## config.mk

```make
export PLATFORM = sky130hd
export DESIGN_NAME = c_fetch_hw_queue
export DESIGN_NICKNAME = d
export VERILOG_FILES = /design/src/rtl/c_fetch_hw_queue.sv
export SDC_FILE = /design/constraint.sdc
export NUM_CORES = 1
export LEC_CHECK = 0
export ABC_AREA = 0
export BUFFER_PORTS_ARGS = -buffer_cell sky130_fd_sc_hd__buf_2
export CORE_ASPECT_RATIO = 2
export CORE_UTILIZATION = 50
export DETAILED_ROUTE_END_ITERATION = 10
export GPL_TIMING_DRIVEN = 0
export PLACE_DENSITY = 0.73
export SLEW_MARGIN = 20
export SYNTH_ARGS = -nofsm -noshare
export SYNTH_HDL_FRONTEND = slang
export SYNTH_SLANG_ARGS = --single-unit
```

## constraint.sdc

```tcl
create_clock -name clk -period 3.77 [get_ports clk]
set_input_delay 0.5655 -clock clk [delete_from_list [all_inputs] [get_ports clk]]
set_output_delay 0.5655 -clock clk [all_outputs]
set_load 0.05 [all_outputs]
```

## src/rtl/c_fetch_hw_queue.sv

```systemverilog
// c_fetch_hw_queue: halfword-granular RV32IC fetch queue presenting whole instructions with their PC
module c_fetch_hw_queue #(
  parameter int          DEPTH_HW = 8,
  parameter logic [31:0] RESET_PC = 32'h0000_0000
) (
  input  logic        clk,
  input  logic        reset,
  input  logic        flush_i,
  input  logic [31:0] flush_pc_i,
  input  logic        fetch_valid_i,
  output logic        fetch_ready_o,
  input  logic [31:0] fetch_word_i,
  output logic        inst_valid_o,
  input  logic        inst_ready_i,
  output logic [31:0] inst_o,
  output logic [31:0] inst_pc_o,
  output logic        inst_is_c_o
);
  localparam int AW = $clog2(DEPTH_HW);
  logic [15:0]   r_mem [DEPTH_HW];
  logic [AW-1:0] r_rd_ptr, r_wr_ptr;
  logic [AW:0]   r_count;
  logic [31:0]   r_pc;
  logic          r_drop_low;
  logic [15:0]   w_h0, w_h1;
  logic          w_is_c, w_push, w_pop;
  logic [1:0]    w_push_n, w_pop_n;
  assign w_h0          = r_mem[r_rd_ptr];
  assign w_h1          = r_mem[r_rd_ptr + AW'(1)];
  assign w_is_c        = w_h0[1:0] != 2'b11;
  assign fetch_ready_o = !reset && r_count <= (AW+1)'(DEPTH_HW - 2);
  assign inst_valid_o  = !reset && !flush_i && (w_is_c ? r_count >= (AW+1)'(1) : r_count >= (AW+1)'(2));
  assign inst_o        = inst_valid_o ? (w_is_c ? {16'h0, w_h0} : {w_h1, w_h0}) : 32'h0000_0013;
  assign inst_is_c_o   = inst_valid_o && w_is_c;
  assign inst_pc_o     = r_pc;
  assign w_push        = fetch_valid_i && fetch_ready_o && !flush_i;
  assign w_pop         = inst_valid_o && inst_ready_i;
  assign w_push_n      = w_push ? (r_drop_low ? 2'd1 : 2'd2) : 2'd0;
  assign w_pop_n       = w_pop ? (w_is_c ? 2'd1 : 2'd2) : 2'd0;
  // halfword storage: upper half only when the redirect target was halfword-aligned
  always_ff @(posedge clk) begin
    if (w_push && r_drop_low) r_mem[r_wr_ptr] <= fetch_word_i[31:16];
    else if (w_push) begin
      r_mem[r_wr_ptr]          <= fetch_word_i[15:0];
      r_mem[r_wr_ptr + AW'(1)] <= fetch_word_i[31:16];
    end
  end
  // pointers, occupancy and head PC; flush discards everything and retargets the PC
  always_ff @(posedge clk) begin
    if (reset) begin
      r_count    <= '0;
      r_rd_ptr   <= '0;
      r_wr_ptr   <= '0;
      r_pc       <= RESET_PC & ~32'h1;
      r_drop_low <= RESET_PC[1];
    end else if (flush_i) begin
      r_count    <= '0;
      r_rd_ptr   <= '0;
      r_wr_ptr   <= '0;
      r_pc       <= flush_pc_i & ~32'h1;
      r_drop_low <= flush_pc_i[1];
    end else begin
      r_count  <= r_count + (AW+1)'(w_push_n) - (AW+1)'(w_pop_n);
      r_rd_ptr <= r_rd_ptr + AW'(w_pop_n);
      r_wr_ptr <= r_wr_ptr + AW'(w_push_n);
      r_pc     <= r_pc + {29'h0, w_pop_n, 1'b0};
      if (w_push) r_drop_low <= 1'b0;
    end
  end
endmodule
```

* After elaboration in Yosys (flattened, before gate mapping) *
Memories as Yosys holds them, arrays and structs flattened. A register that Yosys moved wholly into a read port is not among the register bits.
Index checks and enable logic that the tools add are counted.

storage, ports and cells
  register bits after elaboration = 43
  bits in writable memories = 128
  output and inout bits = 67
  memories = 1

memory list
  name   words  width  read ports  clocked after memory_dff  write ports  RTL line  text
  r_mem  8      16     2           1                         2            20        logic [15:0] r_mem [DEPTH_HW];

cells by class
  add/subtract/negate cells = 7
  $lt $le $gt $ge = 3
  eq/ne operators = 1
  mux-type cells = 17
  bitwise operators = 1
  reduce and logical (&&, ||, !) cells = 12

operator list
  operator                                              count
  two-way mux 32 bit                                    3
  adder 32 x 3 -> 32 bit                                1
  two-way mux 16 bit                                    1
  logical AND 1 bit                                     8
  two-way mux 1 bit                                     8
  two-way mux 2 bit                                     4
  adder 3 x 1 -> 3 bit (second input constant)          2
  adder 3 x 2 -> 3 bit                                  2
  adder 4 x 2 -> 4 bit                                  1
  >= comparator 4 x 1 -> 1 bit (second input constant)  1
  >= comparator 4 x 2 -> 1 bit (second input constant)  1
  <= comparator 4 x 3 -> 1 bit (second input constant)  1
  subtractor 4 x 2 -> 4 bit                             1
  two-way mux 3 bit                                     1
  logical NOT 1 bit                                     2
  inequality test 2 bit (second input constant)         1
  nonzero test 2 bit                                    1
  OR reduction 2 bit                                    1
  OR 1 bit                                              1

* Longest topological paths before layout *
Gate-level depths: netlist (run 1).

  depth after elaboration = 8
  mapped depth = 14
  depth with buffers taken out = 14

* Least setup slack after synthesis (run 1) *
Ideal clock, no wire load.

  path kind = register -> register
  start = register r_count[3]
  end = memory r_mem[0][0] (enable)
  setup time = 0.396 ns
  data arrival time = 3.274 ns
  setup slack = 0.100 ns
  cell stages (with the launch flop) = 11
  cell sequence = dfxtp_1 inv_1 ha_1 a21boi_1 a311oi_2 nand3_1 or2_1 buf_2 inv_2 nand3_1 mux2i_1

RTL lines
  item                    RTL line  text
  from (decl)             22        logic [AW:0] r_count;
  from (signal assigned)  63        r_count <= r_count + (AW+1)'(w_push_n) - (AW+1)'(w_pop_n);
  to (decl)               20

==> results.md, run 1 <==
- Core Rows: 73
- Setup Viol. Count Final: 0
- Max H-tree Level: 4
- Reg-to-reg critical path startpoint: r_rd_ptr[0]
- Power density cells: 378 nW/um2
- Post-synthesis cell area: 10100 um2
- Final slew viol count: 0
- Most used cells in the layout excluding fill and tap cells: buf_2, mux2_2, edfxtp_1
- Number of enable flip-flop cells after synthesis: 128
- Total clock buffers created by CTS: 17
- Core Footprint: 19800 um2
- Fmax achieved: 0.274 GHz
- Library cell with the largest summed area after synthesis: edfxtp_1
- Total routed wirelength: 30100 um
- Avg Vias per Cell: 6.24
- Global-route wire length before repair: 43900 um
- Worst clock skew: 9.20 ps
- Maximum number of pins on one net before global-route repair: 17
- Worst min-delay path startpoint: flush_pc_i[6]
- Status: finished, final reports clean
- Setup TNS Final: 0 ps
- Required time of the worst setup path: 3200 ps
- Critical Path Most Common Cell: buf_2
- Internal power contribution: 0.00340 W
- Total global routing overflow: 0
- Horizontal die dimension: 103 um
- Share of final-layout standard cells stronger than drive strength 1: 44.1%
- Io pins: 136
- Antenna violations before repair: 1
- Via Count: 7556
- Worst voltage drop across the vdd grid: 368 uV
- Compound-cell area share of the yosys netlist: 6.22%
- Clk pwr share: 40.6%
- Portion of netlist area occupied by mux cells: 30.7%
- Number of iterations in the first detailed-routing pass: 5
- Critical path launch point type: flip-flop
- Number of max-capacitance violations reported: 0
- Combinational family with the most area after synthesis: multiplexers
- CTS tree: built
- Combinational Power Share: 13.0%
- Largest driver fanout on the critical path: 10
- Area grow syn2layout: 18.5%
- Share of synthesized cell area in full adder, half adder and majority cells: 2.13%
- Switching Power: 0.00113 W
- Cell types occupying the most area after synthesis: edfxtp_1, mux2_2, mux4_2
- Post-synthesis share of cell area spent on xor and xnor gates: 2.77%
- Share of total power consumed by net switching: 24.9%
- Max-slew headroom at the worst pin: 31.4%
- Gate count after technology mapping: 779
- Root buffer cell: clkbuf_16
- Transition time at the pin with the least slew margin: 1030 ps
- Worst-case setup slack after placement: -183 ps
- Sinks on Clock Net: 170
- Weighted congestion at the end of routability-driven global placement: 0.890
- Simple logic cell fraction of the synthesized area: 8.66%
- Count of warnings emitted by yosys: 0
- Share of flip-flops with an asynchronous set or reset after synthesis: 0%
- RSZ-0062 raised after global routing: no
- Total leakage power: 4.22 nW
- Worst Setup End Kind: output pin
- Vias in the first global route: 7761
- Number of I/O port buffers: 132
- Post-Syn Nets: 864
- Starting density of the core: 51.0%
- Finished Core Util: 60.4%
- Count of endpoints failing hold in the final timing report: 0
- Critical Path AT: 3080 ps
- Die ar.: 20800 um2
- Buffer levels on the longest clock path: 2
- Path type of the worst setup path: flip-flop to output pin
- Stage delay of the slowest cell on the critical path: 590 ps
- Most common cell after layout, fill and taps aside: buf_2
- Sequential power share: 46.4%
- Sequential share of the synthesized area: 46.4%
- Number of remaining DRC errors: 0
- Nets@finish: 1020
- Die Y: 203 um
- Number of DRC markers in iteration 0: 529
- Origin of the worst setup path: r_rd_ptr[2]
- Final period util: 96.7%
- Post-route minimum period: 3640 ps
- Worst-path cell with the longest stage delay: buf_1
- Top cell type's share of synthesized area: 38.0%
- Count of nets left with antenna violations after detail routing: 0
- Synth Register Bits: 170
- Clock transition time at the flip-flop clock pins of the worst setup and hold paths: 60 ps
- Most used flip-flop cell after synthesis: edfxtp_1
- Cells traversed along the worst timing path: buf_2 -> buf_1 -> clkdlybuf4s15_2 -> mux4_2 -> mux2i_1 -> nor2_1 -> buf_2
- Min setup slack post-route: 126 ps
- Min-Delay Path Class: input pin to flip-flop
- Wire length per cell: 24.8 um
- Post-synthesis average cell area: 13.0 um2
- HPWL reported at the end of detailed placement: 21700 um
- All-layer global routing usage: 30.2%
- Clock insertion delay at the later pin of the skew report: 440 ps
- Number of distinct library cells after synthesis: 64
==> flip-flops by register name, summed over array words and instances, names as in the netlist <==
| name | flops |
|---|---|
| r_drop_low | 1 |
| r_wr_ptr | 3 |
| r_count | 4 |
| inst_pc_o | 31 |
| r_mem | 128 |
| r_rd_ptr | 3 |
==> synthesized netlist by cell type (17+ instances only) <==
library cell,n
edfxtp_1,128
mux2_2,128
nand2_1,66
mux4_2,64
nor2_1,50
dfxtp_1,42
clkbuf_1,25
a21oi_1,24
o21ai_0,21
inv_1,20
mux2i_1,19
xnor2_1,17
==> critical path, delay by kind of cell, from the launching register on <==
kind / cells / cell delay (ps)
flip-flops: 1 / 310
AND/OR/NAND/NOR: 1 / 80
multiplexers: 2 / 610
buffers and inverters: 4 / 1630
==> cell families after synthesis <==
family	after synthesis
buf+inv	73
fa+ha+maj	16
other cells	1
xor+xnor	32
flops	170
compound gates	91
mux	213
simple gates	183
==> final cells by class <==
class / count / area, um2
Antenna cell: 1 / 2.50
Clock buffer: 19 / 433
Multi-Input combinational cell: 536 / 5220
Timing Repair Buffer: 139 / 769
Buffer: 49 / 277
Sequential cell: 170 / 4690
Inverter: 22 / 82.6
Fill cell: 1652 / 7850
Tap cell: 262 / 328
Clock inverter: 13 / 175
==> worst paths after layout <==
kind                        end  slack, ps  cells after the start
setup / recovery      inst_o[2]        130                      7
hold / removal     inst_pc_o[6]        320                      3
setup reg to reg  inst_pc_o[20]        160                     13
hold reg to reg   inst_pc_o[30]        540                      2
==> layer usage <==
layer / GRT usage [%] / up-vias / routed length (um)
met5: 0 / - / 0
met4: 19.3 / 0 / 1840
met3: 6.57 / 119 / 1940
met2: 56.0 / 399 / 16600
met1: 28.5 / 3711 / 9720
li1: - / 3327 / -
==> timing repair <==
action                                 CTS  global route
setup endpoints to repair               31            33
hold buffers                             0             0
endpoints found under the hold margin    0             0
setup buffers                            0             3
pin swaps                                0             1
gates resized for setup                 14            12
gates cloned                             0             0
==> through the flow <==
step	power [W]	hold WS (ps)	cells	cell area [um2]
floorplan	0.00252	603	779	10100
global placement	0.00269	516	1173	11100
detailed placement	0.00272	525	1177	11300
CTS	0.00453	306	1207	11900
global route	0.00464	324	1210	12000
finish	0.00452	315	1211	12000
==> power groups by stage <==
stage / clock (W) / sequential [W] / combinational [W]
final: 0.00184 / 0.00210 / 0.000588
after detailed placement: 0 / 0.00214 / 0.000578
after CTS: 0.00185 / 0.00210 / 0.000584
after global routing: 0.00191 / 0.00210 / 0.000626
after global placement: 0 / 0.00214 / 0.000556
after floorplan: 0 / 0.00220 / 0.000319
(Power assumes the default switching activity.)
==> run 2: changes to the inputs <==
--- a/config.mk
+++ b/config.mk
@@ -12,6 +12,7 @@
 export DETAILED_ROUTE_END_ITERATION = 10
 export GPL_TIMING_DRIVEN = 0
 export PLACE_DENSITY = 0.73
+export REMOVE_ABC_BUFFERS = 1
 export SLEW_MARGIN = 20
 export SYNTH_ARGS = -nofsm -noshare
 export SYNTH_HDL_FRONTEND = slang
==> results.md, run 2 (synthesis gave the netlist of run 1 again) <==
- Area grow syn2layout: 18.2%
- Worst voltage drop across the vdd grid: 327 uV
- Starting density of the core: 51.0%
- Metal3 WL: 1800 um
- Clk pwr share: 39.3%
- Fill cell total of the finished layout: 1583
- Setup Viol. Count Final: 0
- Avg Vias per Cell: 6.22
- RSZ-0062 raised after global routing: yes
- All-layer global routing usage: 27.8%
- RR Endpoint: inst_pc_o[30]
- Sequential standard cell area: 4690 um2
- Worst R2R Setup Slack: 110 ps
- Weighted congestion at the end of routability-driven global placement: 0.864
- Multi-input gate area in the final layout: 5310 um2
- Power density cells: 369 nW/um2
- Worst clock skew: 8.14 ps
- Wire length per cell: 23.9 um
- Root buffer cell: clkbuf_16
- Core Footprint: 19800 um2
- Die Y: 203 um
- Total global routing overflow: 0
- Path type of the worst setup path: flip-flop to output pin
- Critical Path AT: 3170 ps
- Critical Path Sink: inst_o[31]
- Sequential power share: 47.7%
- Post-DP Area: 11200 um2
- Reg-to-reg critical path startpoint: r_rd_ptr[1]
- Critical path launch point type: flip-flop
- Maximum number of pins on one net before global-route repair: 33
- Number of max-capacitance violations reported: 0
- Origin of the worst setup path: r_rd_ptr[1]
- Clock insertion delay at the later pin of the skew report: 440 ps
- Count of nets left with antenna violations after detail routing: 0
- Clock transition time at the flip-flop clock pins of the worst setup and hold paths: 70 ps
- Die ar.: 20800 um2
- Transition time at the pin with the least slew margin: 1150 ps
- Core Rows: 73
- Number of remaining DRC errors: 0
- Via Count: 7297
- Antenna violations before repair: 0
- Count of endpoints failing hold in the final timing report: 0
- Logic depth of the worst register-to-register path: 10
- Highest routed layer: met4
- Min-Delay Path Class: input pin to flip-flop
- Final period util: 99.1%
- Nets@finish: 982
- HPWL reported at the end of detailed placement: 18200 um
- Number of iterations in the first detailed-routing pass: 7
- Top register by number of flip-flops: r_mem
- Met1 wire length: 9720 um
- Status: finished, final reports clean
- CTS tree: built
- Largest driver fanout on the critical path: 19
- Share of final-layout standard cells stronger than drive strength 1: 45.4%
- Number of I/O port buffers: 133
- Sinks on Clock Net: 170
- Most common cell after layout, fill and taps aside: buf_2
- Met2 wire length: 15200 um
- Required time of the worst setup path: 3200 ps
- Global-route wire length before repair: 41300 um
- Horizontal die dimension: 103 um
- Finished Core Util: 60.2%
- Cell area after layout: 11900 um2
- Max H-tree Level: 4
- Total clock buffers created by CTS: 17
- Number of flip-flops in the largest register: 128
- Worst Setup End Kind: output pin
- Fmax achieved: 0.268 GHz
- Max-slew headroom at the worst pin: 22.5%
- Vias in the first global route: 7391
- Final slew viol count: 0
- Number of DRC markers in iteration 0: 385
- Total routed wirelength: 28000 um
- Buffer levels on the longest clock path: 2
- Io pins: 136
- Post-route minimum period: 3740 ps
- Share of total power consumed by net switching: 25.9%
- Worst hold slack after final layout: 317 ps
- Switching Power: 0.00114 W
- Worst min-delay path startpoint: flush_pc_i[15]
- Combinational Power Share: 13.0%
- Most used cells in the layout excluding fill and tap cells: buf_2, mux2_2, edfxtp_1
- Total leakage power: 4.14 nW
- Internal power contribution: 0.00326 W
==> run 2: area by class of cell <==
class                      instances  share of cell area (%)
clock buffer                      17                    3.56
multi-input combinational        536                    44.4
tap                              262                    2.75
antenna                            1                  0.0210
timing repair buffer             150                    8.02
sequential                       170                    39.3
clock inverter                    15                    1.24
inverter                          22                   0.692
==> run 2: through the flow <==
stage          instances  setup WS [ps]  setup TNS [ps]  power, W
2_1_floorplan        728          -1810         -100690   0.00251
3_3_place_gp        1123          -2730         -240890   0.00268
3_5_place_dp        1131           -568          -33860   0.00270
4_1_cts             1169           22.5               0   0.00442
5_1_grt             1172          -58.2           -88.4   0.00455
6_report            1173           32.4               0   0.00441
==> run 2: worst min path at each step <==
stage	endpoint	slack, ps	cells past startpoint
after CTS	inst_pc_o[24]	310	3
after global routing	inst_pc_o[18]	320	3
final	inst_pc_o[15]	320	3
after global placement	inst_pc_o[30]	510	2
after detailed placement	inst_pc_o[30]	540	2
after floorplan	r_drop_low	510	2
==> run 2: per-layer routing <==
metal / up-vias / global-route usage [%]
met3: 85 / 6.13
met1: 3631 / 28.8
met4: 0 / 14.2
met2: 337 / 50.6
li1: 3244 / -
met5: - / 0
==> run 2: power groups by stage <==
stage	Sequential (W)	Combinational [W]	Clock, W
2_1_floorplan	0.00221	0.000301	0
3_3_place_gp	0.00214	0.000533	0
3_5_place_dp	0.00214	0.000561	0
4_1_cts	0.00210	0.000568	0.00175
5_1_grt	0.00210	0.000611	0.00183
6_report	0.00210	0.000572	0.00173
==> run 2: critical path, cell delays in order, from the launching register on <==
cell,delay (ps)
dfxtp_2,920
mux2i_4,200
or3_1,820
a21oi_1,440
buf_2,330
==> run 2: what timing repair did <==
item / CTS / global route
buffers inserted: 6 / 3
resized for setup: 5 / 6
endpoints found under the setup margin: 61 / 16
pin swaps: 0 / 1
hold buffers: 0 / 0
cloned: 0 / 0
